File: src/rtl/sobel_seq_pkg.sv
// sobel_seq_pkg: state encodings and protocol bytes shared by the Sobel frame sequencer.
package sobel_seq_pkg;
   typedef enum logic [1:0] {S_IDLE, S_RECV, S_DRAIN, S_TRAIL} seq_state_e;
   typedef enum logic [1:0] {TX_IDLE, TX_WAIT_HI, TX_WAIT_LO} tx_state_e;
   localparam logic [7:0] SYNC_BYTE    = 8'hA5;
   localparam logic [7:0] TRAILER_BYTE = 8'h5A;
endpackage

File: src/rtl/sobel_frame_sequencer_fifo.sv
// seq_byte_fifo: show-ahead byte FIFO (power-of-two depth >= 2) with synchronous flush.
module seq_byte_fifo #(
   parameter int DEPTH = 8
) (
   input  logic       clk_i,
   input  logic       rst_ni,
   input  logic       flush_i,
   input  logic       push_i,
   input  logic [7:0] data_i,
   input  logic       pop_i,
   output logic [7:0] data_o,
   output logic       full_o,
   output logic       empty_o
);
   localparam int AW = $clog2(DEPTH);
   localparam int NW = AW + 1;
   logic [7:0]    mem_q [DEPTH];
   logic [AW-1:0] wr_q, rd_q;
   logic [NW-1:0] cnt_q;
   logic          do_push, do_pop;
   assign full_o  = cnt_q == NW'(DEPTH);
   assign empty_o = cnt_q == '0;
   assign data_o  = mem_q[rd_q];
   assign do_push = push_i && !full_o;
   assign do_pop  = pop_i && !empty_o;
   always_ff @(posedge clk_i) begin
      if (do_push) mem_q[wr_q] <= data_i;
   end
   always_ff @(posedge clk_i or negedge rst_ni) begin
      if (!rst_ni) begin
         wr_q  <= '0;
         rd_q  <= '0;
         cnt_q <= '0;
      end else if (flush_i) begin
         wr_q  <= '0;
         rd_q  <= '0;
         cnt_q <= '0;
      end else begin
         wr_q  <= wr_q + AW'(do_push);
         rd_q  <= rd_q + AW'(do_pop);
         cnt_q <= cnt_q + NW'(do_push) - NW'(do_pop);
      end
   end
endmodule

File: src/rtl/sobel_frame_sequencer.sv
// sobel_frame_sequencer: frame sync, interior tagging of filter results and paced UART return.
// Define SOBEL_SEQ_TRAILER_EN to append 0x5A and a completed-frame count after each frame.
module sobel_frame_sequencer
   import sobel_seq_pkg::*;
#(
   parameter int IMG_W       = 320,
   parameter int IMG_H       = 240,
   parameter int FILT_LAT    = 1,
   parameter int FIFO_DEPTH  = 8,
   parameter int TIMEOUT_CYC = 50000000
) (
   input  logic       clk_i,
   input  logic       rst_ni,
   input  logic [7:0] rx_data_i,
   input  logic       rx_valid_i,
   output logic       filt_clear_o,
   output logic [7:0] filt_in_data_o,
   output logic       filt_in_valid_o,
   input  logic [7:0] filt_out_data_i,
   input  logic       filt_out_valid_i,
   output logic [7:0] tx_data_o,
   output logic       tx_start_o,
   input  logic       tx_busy_i,
   output logic       frame_active_o,
   output logic       frame_done_o,
   output logic       err_timeout_o,
   output logic       err_overflow_o
);
   localparam int CW = $clog2(IMG_W);
   localparam int RW = $clog2(IMG_H);
   localparam int TW = $clog2(TIMEOUT_CYC + 1);
   seq_state_e    state_q;
   tx_state_e     tx_q, tx_d;
   logic [CW-1:0] col_q;
   logic [RW-1:0] row_q;
   logic [TW-1:0] to_cnt_q;
   logic          tag_in_q;
   logic [FILT_LAT-1:0] tag_q;
   logic       filt_clear_q, filt_in_valid_q, tx_start_q, frame_done_q, err_timeout_q, err_overflow_q;
   logic [7:0] filt_in_data_q, tx_data_q, fifo_dout, tx_byte;
   logic       rx_sync, last_px, col_wrap, timeout, pipe_empty, drain_ok;
   logic       fifo_push, fifo_pop, fifo_full, fifo_empty, tx_avail, tx_go;
   assign rx_sync    = rx_valid_i && rx_data_i == SYNC_BYTE;
   assign col_wrap   = col_q == CW'(IMG_W - 1);
   assign last_px    = col_wrap && row_q == RW'(IMG_H - 1);
   assign timeout    = state_q == S_RECV && !rx_valid_i && to_cnt_q == TW'(TIMEOUT_CYC - 1);
   assign pipe_empty = !tag_in_q && tag_q == '0;
   assign fifo_push  = filt_out_valid_i && tag_q[FILT_LAT-1];
   assign drain_ok   = pipe_empty && fifo_empty && tx_q == TX_IDLE && !tx_busy_i;
`ifdef SOBEL_SEQ_TRAILER_EN
   logic [1:0] trail_idx_q;
   logic [7:0] frame_cnt_q;
   logic       in_trail;
   assign in_trail = state_q == S_TRAIL;
   assign tx_avail = in_trail ? trail_idx_q != 2'd2 : !fifo_empty;
   assign tx_byte  = !in_trail ? fifo_dout : trail_idx_q == 2'd0 ? TRAILER_BYTE : frame_cnt_q;
   assign fifo_pop = tx_go && !in_trail;
`else
   assign tx_avail = !fifo_empty;
   assign tx_byte  = fifo_dout;
   assign fifo_pop = tx_go;
`endif
   assign tx_go = tx_q == TX_IDLE && !tx_busy_i && tx_avail;
   assign tx_d  = tx_go ? TX_WAIT_HI
                : (tx_q == TX_WAIT_HI && tx_busy_i) ? TX_WAIT_LO
                : (tx_q == TX_WAIT_LO && !tx_busy_i) ? TX_IDLE : tx_q;
   seq_byte_fifo #(.DEPTH(FIFO_DEPTH)) u_fifo (
      .clk_i   (clk_i),
      .rst_ni  (rst_ni),
      .flush_i (timeout),
      .push_i  (fifo_push),
      .data_i  (filt_out_data_i),
      .pop_i   (fifo_pop),
      .data_o  (fifo_dout),
      .full_o  (fifo_full),
      .empty_o (fifo_empty)
   );
   always_ff @(posedge clk_i or negedge rst_ni) begin
      if (!rst_ni) begin
         state_q         <= S_IDLE;
         tx_q            <= TX_IDLE;
         col_q           <= '0;
         row_q           <= '0;
         to_cnt_q        <= '0;
         tag_in_q        <= 1'b0;
         tag_q           <= '0;
         filt_clear_q    <= 1'b0;
         filt_in_valid_q <= 1'b0;
         filt_in_data_q  <= '0;
         tx_start_q      <= 1'b0;
         tx_data_q       <= '0;
         frame_done_q    <= 1'b0;
         err_timeout_q   <= 1'b0;
         err_overflow_q  <= 1'b0;
`ifdef SOBEL_SEQ_TRAILER_EN
         trail_idx_q     <= '0;
         frame_cnt_q     <= '0;
`endif
      end else begin
         filt_clear_q    <= 1'b0;
         filt_in_valid_q <= 1'b0;
         frame_done_q    <= 1'b0;
         tag_in_q        <= 1'b0;
         tag_q           <= timeout ? '0 : (tag_q << 1) | FILT_LAT'(tag_in_q);
         tx_q            <= tx_d;
         tx_start_q      <= tx_go;
         if (tx_go) tx_data_q <= tx_byte;
         if (fifo_push && fifo_full) err_overflow_q <= 1'b1;
         case (state_q)
            S_IDLE: if (rx_sync) begin
               state_q        <= S_RECV;
               col_q          <= '0;
               row_q          <= '0;
               to_cnt_q       <= '0;
               err_timeout_q  <= 1'b0;
               err_overflow_q <= 1'b0;
               filt_clear_q   <= 1'b1;
            end
            S_RECV: if (timeout) begin
               state_q       <= S_IDLE;
               err_timeout_q <= 1'b1;
            end else if (rx_valid_i) begin
               filt_in_valid_q <= 1'b1;
               filt_in_data_q  <= rx_data_i;
               tag_in_q        <= row_q >= RW'(2) && col_q >= CW'(2);
               to_cnt_q        <= '0;
               col_q           <= col_wrap ? '0 : col_q + 1'b1;
               row_q           <= row_q + RW'(col_wrap);
               if (last_px) state_q <= S_DRAIN;
            end else begin
               to_cnt_q <= to_cnt_q + 1'b1;
            end
`ifdef SOBEL_SEQ_TRAILER_EN
            S_DRAIN: if (drain_ok) begin
               state_q     <= S_TRAIL;
               trail_idx_q <= '0;
               frame_cnt_q <= frame_cnt_q + 1'b1;
            end
            S_TRAIL: if (tx_go) begin
               trail_idx_q <= trail_idx_q + 1'b1;
            end else if (trail_idx_q == 2'd2 && drain_ok) begin
               state_q      <= S_IDLE;
               frame_done_q <= 1'b1;
            end
`else
            S_DRAIN: if (drain_ok) begin
               state_q      <= S_IDLE;
               frame_done_q <= 1'b1;
            end
`endif
            default: state_q <= S_IDLE;
         endcase
      end
   end
   assign filt_clear_o    = filt_clear_q;
   assign filt_in_data_o  = filt_in_data_q;
   assign filt_in_valid_o = filt_in_valid_q;
   assign tx_data_o       = tx_data_q;
   assign tx_start_o      = tx_start_q;
   assign frame_active_o  = state_q != S_IDLE;
   assign frame_done_o    = frame_done_q;
   assign err_timeout_o   = err_timeout_q;
   assign err_overflow_o  = err_overflow_q;
endmodule

File: config.mk
export PLATFORM = sky130hd
export DESIGN_NAME = sobel_frame_sequencer
export DESIGN_NICKNAME = d
export VERILOG_FILES = /design/src/rtl/sobel_seq_pkg.sv /design/src/rtl/sobel_frame_sequencer_fifo.sv /design/src/rtl/sobel_frame_sequencer.sv
export SDC_FILE = /design/constraint.sdc
export NUM_CORES = 1
export LEC_CHECK = 0
export CAP_MARGIN = 20
export CORE_ASPECT_RATIO = 1.75
export CORE_MARGIN = 2
export CORE_UTILIZATION = 35
export DETAILED_ROUTE_END_ITERATION = 8
export GPL_TIMING_DRIVEN = 0
export PLACE_DENSITY_LB_ADDON = 0.2
export SYNTH_ARGS = -nofsm -noshare
export SYNTH_HDL_FRONTEND = slang
export SYNTH_SLANG_ARGS = --single-unit
File: constraint.sdc
create_clock -name clk_i -period 4.8 [get_ports clk_i]
set_clock_uncertainty 0.1 [all_clocks]
set_input_delay 0.72 -clock clk_i [delete_from_list [all_inputs] [get_ports clk_i]]
set_output_delay 0.72 -clock clk_i [all_outputs]
set_load 0.02 [all_outputs]
==> metrics.cfg <==
[run_status]
status=completed

[clocking]
clock_sinks=145
ctsResizeCount=0
cts_root_buf=clkbuf_16
cts_buffers=17
holdBufCountCts=0
clkTransAtPathRegs_ns=0.07
clk_latency_ns=0.42
clock_path_buffers=2
cts_max_level=4
cts_tree=built
cts_setup_buffers=0

[yosys]
ys_seq_area_frac=0.607
synth_warnings=0
yosysUniqueCellTypes=57
ys.flop_type=dfrtp_1
avgSynthCellArea_um2=12.5
synth_nets=558
syn_area_um2=6510
synth-edff-count=64
synth_seq_cells=145
ys_async_sr_fraction=0.559
netlist_instances=521

[power]
power_frac_seq=0.413
leakagePower_uw=0.00307
p_per_area_nw_per_um2=508
p_sw_frac=0.297
clockPowerShare=0.354
ir_drop_uv=252
p_comb_frac=0.233
switching_power_uw=1190
power.internal_uw=2820

[timing]
fin_setup_tns_ns=0
period_minus_slack_ns=3.26
hold_viol=0
min_period_over_period=0.680
drv_slew=0
max_freq_mhz=307
setup_ws_ns=1.54
slew_headroom=0.309
setup_viol=0
worst_slew_pin_slew_ns=1.03
rsz0062_at_grt=no

[grt]
grt_max_degree=50
grt_pass1_wl_um=23700
grt_usage=0.157
grt_pass1_vias=4603
antenna_found_initial=0
gr-total-overflow=0

[setup_path]
rrSetupSlack_ns=1.54
path_class=reg -> reg
critPathArrivalTime_ns=3.45
cp_cell_sequence=inv_1 > ha_1 > nor3b_1 > nor2_1 > nand2_1 > clkbuf_1 > inv_1 > ha_1 > inv_1 > ha_1 > fa_1 > xnor2_1 > nor2_1
crit_family=adder cells
endpoint_kind=flip-flop
critical_path_depth=13
crit_path_max_fanout=10
required_ns=4.99
cp_slowest_cell=clkbuf_1
critPathLaunch=u_fifo.cnt_q[2]
cpPeakStageDelay_ns=0.45
r2r-end=u_fifo.cnt_q[2]
crit_buf_inv=4
start_kind=flip-flop
rr_worst_depth=13
r2r-start=u_fifo.cnt_q[2]

[drt]
drtIter0Drc=201
drc=0
drt_first_pass_iters=5
viasPerCell=5.26
wire_per_inst_um=17.3
ant_nets=0
wirelength_um=14400
vias=4400

[floorplan]
io_pins=44
fp.dieW_um=107
design.die.area_um2=19700
initial_utilization=0.353
fp.dieH_um=184
design.core.area_um2=18400
row_count=66

[min_path]
hp-class=in -> async

[layout]
postLayoutCoreUtil=0.429
final_cell_mix=dfrtp_1 (81), edfxtp_1 (64), nand2_1 (57)
syn2layout_area_growth_pct=21.5
diodes=0
fin_nets=623
mostFrequentLayoutCell=dfrtp_1
drive_gt1_frac=0.124

[placement]
place.gp.congestion=0.805
dp_hpwl_um=10300
dpl_worst_slack_ns=1.19
numPortBuffers=43

[flow_run]
maxCapViolCount=0

==> cell type report <==
| class | instances | area (um2) |
|---|---|---|
| inverters | 18 | 67.6 |
| clock buffers | 18 | 429 |
| multi-input cells | 340 | 2380 |
| well taps | 238 | 298 |
| repair buffers | 46 | 470 |
| clock inverters | 14 | 203 |
| fillers | 1704 | 10500 |
| flip-flops and latches | 145 | 3950 |
| plain buffers | 18 | 111 |
==> synthesized netlist by cell type, types with 3 or more instances <==
library cell,instances,share of area
xnor2_1,5,0.0067
nand3_1,18,0.014
inv_1,17,0.0098
ha_1,15,0.029
a21oi_1,22,0.017
xor2_1,8,0.011
clkbuf_1,11,0.0063
nor2b_1,4,0.0038
mux4_2,16,0.055
o21ai_2,5,0.0067
o31ai_1,4,0.0046
mux2i_1,8,0.012
nor2_1,35,0.020
nand4b_1,3,0.0040
and3_1,8,0.0077
nand2b_1,4,0.0038
or4_1,8,0.0092
a22o_1,5,0.0067
a21oi_2,5,0.0067
nand4_1,14,0.013
o21ai_0,30,0.023
and4_1,3,0.0040
and2_1,9,0.0087
dfrtp_1,81,0.31
nand2_1,57,0.033
nor3_1,5,0.0038
or3_1,18,0.017
edfxtp_1,64,0.30
==> kinds of logic after synthesis <==
family          synth area share
xor+xnor                  0.0175
mux                       0.0694
buf+inv                   0.0275
flops                      0.607
fa+ha+maj                 0.0319
compound gates            0.0827
simple gates               0.164
==> through the flow <==
step           hold WS [ns]  cell area, um2  power, uW  cells
2_1_floorplan         0.324            6510       2280    521
3_3_place_gp          0.360            7240       2590    802
3_5_place_dp          0.362            7280       2630    805
4_1_cts               0.173            7910       4070    837
5_1_grt               0.188            7910       4240    837
6_report              0.167            7910       4020    837
==> registers in the layout, summed over array words and instances (netlist names), 4 cells and up <==
| name | cells |
|---|---|
| row_q | 8 |
| tx_data_o | 8 |
| filt_in_data_o | 8 |
| u_fifo.mem_q | 64 |
| to_cnt_q | 26 |
| col_q | 9 |
| u_fifo.cnt_q | 4 |
==> metal layers <==
metal | vias to the layer above | part of all wire | track usage
li1 | 2070 | - | -
met1 | 2241 | 0.40 | 0.178
met2 | 73 | 0.56 | 0.287
met3 | 16 | 0.017 | 0.0301
met4 | 0 | 0.017 | 0.0603
met5 | - | 0 | 0
==> worst max-delay path by stage <==
stage | endpoint | slack (ns)
2_1_floorplan | u_fifo.cnt_q[2] | 2.15
3_5_place_dp | u_fifo.cnt_q[2] | 1.19
4_1_cts | u_fifo.cnt_q[2] | 1.51
6_report | u_fifo.cnt_q[2] | 1.54
5_1_grt | u_fifo.cnt_q[2] | 1.30
3_3_place_gp | col_q[6] | -0.31
==> power by group through the flow <==
stage | sequential (uW) | clock [uW] | combinational (uW)
floorplan | 1700 | 0 | 577
global placement | 1660 | 0 | 925
detailed placement | 1670 | 0 | 958
CTS | 1650 | 1460 | 959
global route | 1680 | 1510 | 1050
finish | 1660 | 1420 | 936
==> worst reg2reg max path, delay by kind of cell (launching register included) <==
kind	cells	cell delay, ns
buf+inv	4	0.75
fa+ha+maj	4	1.05
simple gates	4	0.71
xor+xnor	1	0.18
flops	1	0.36
No activity file was read; power rests on OpenSTA's default activity.
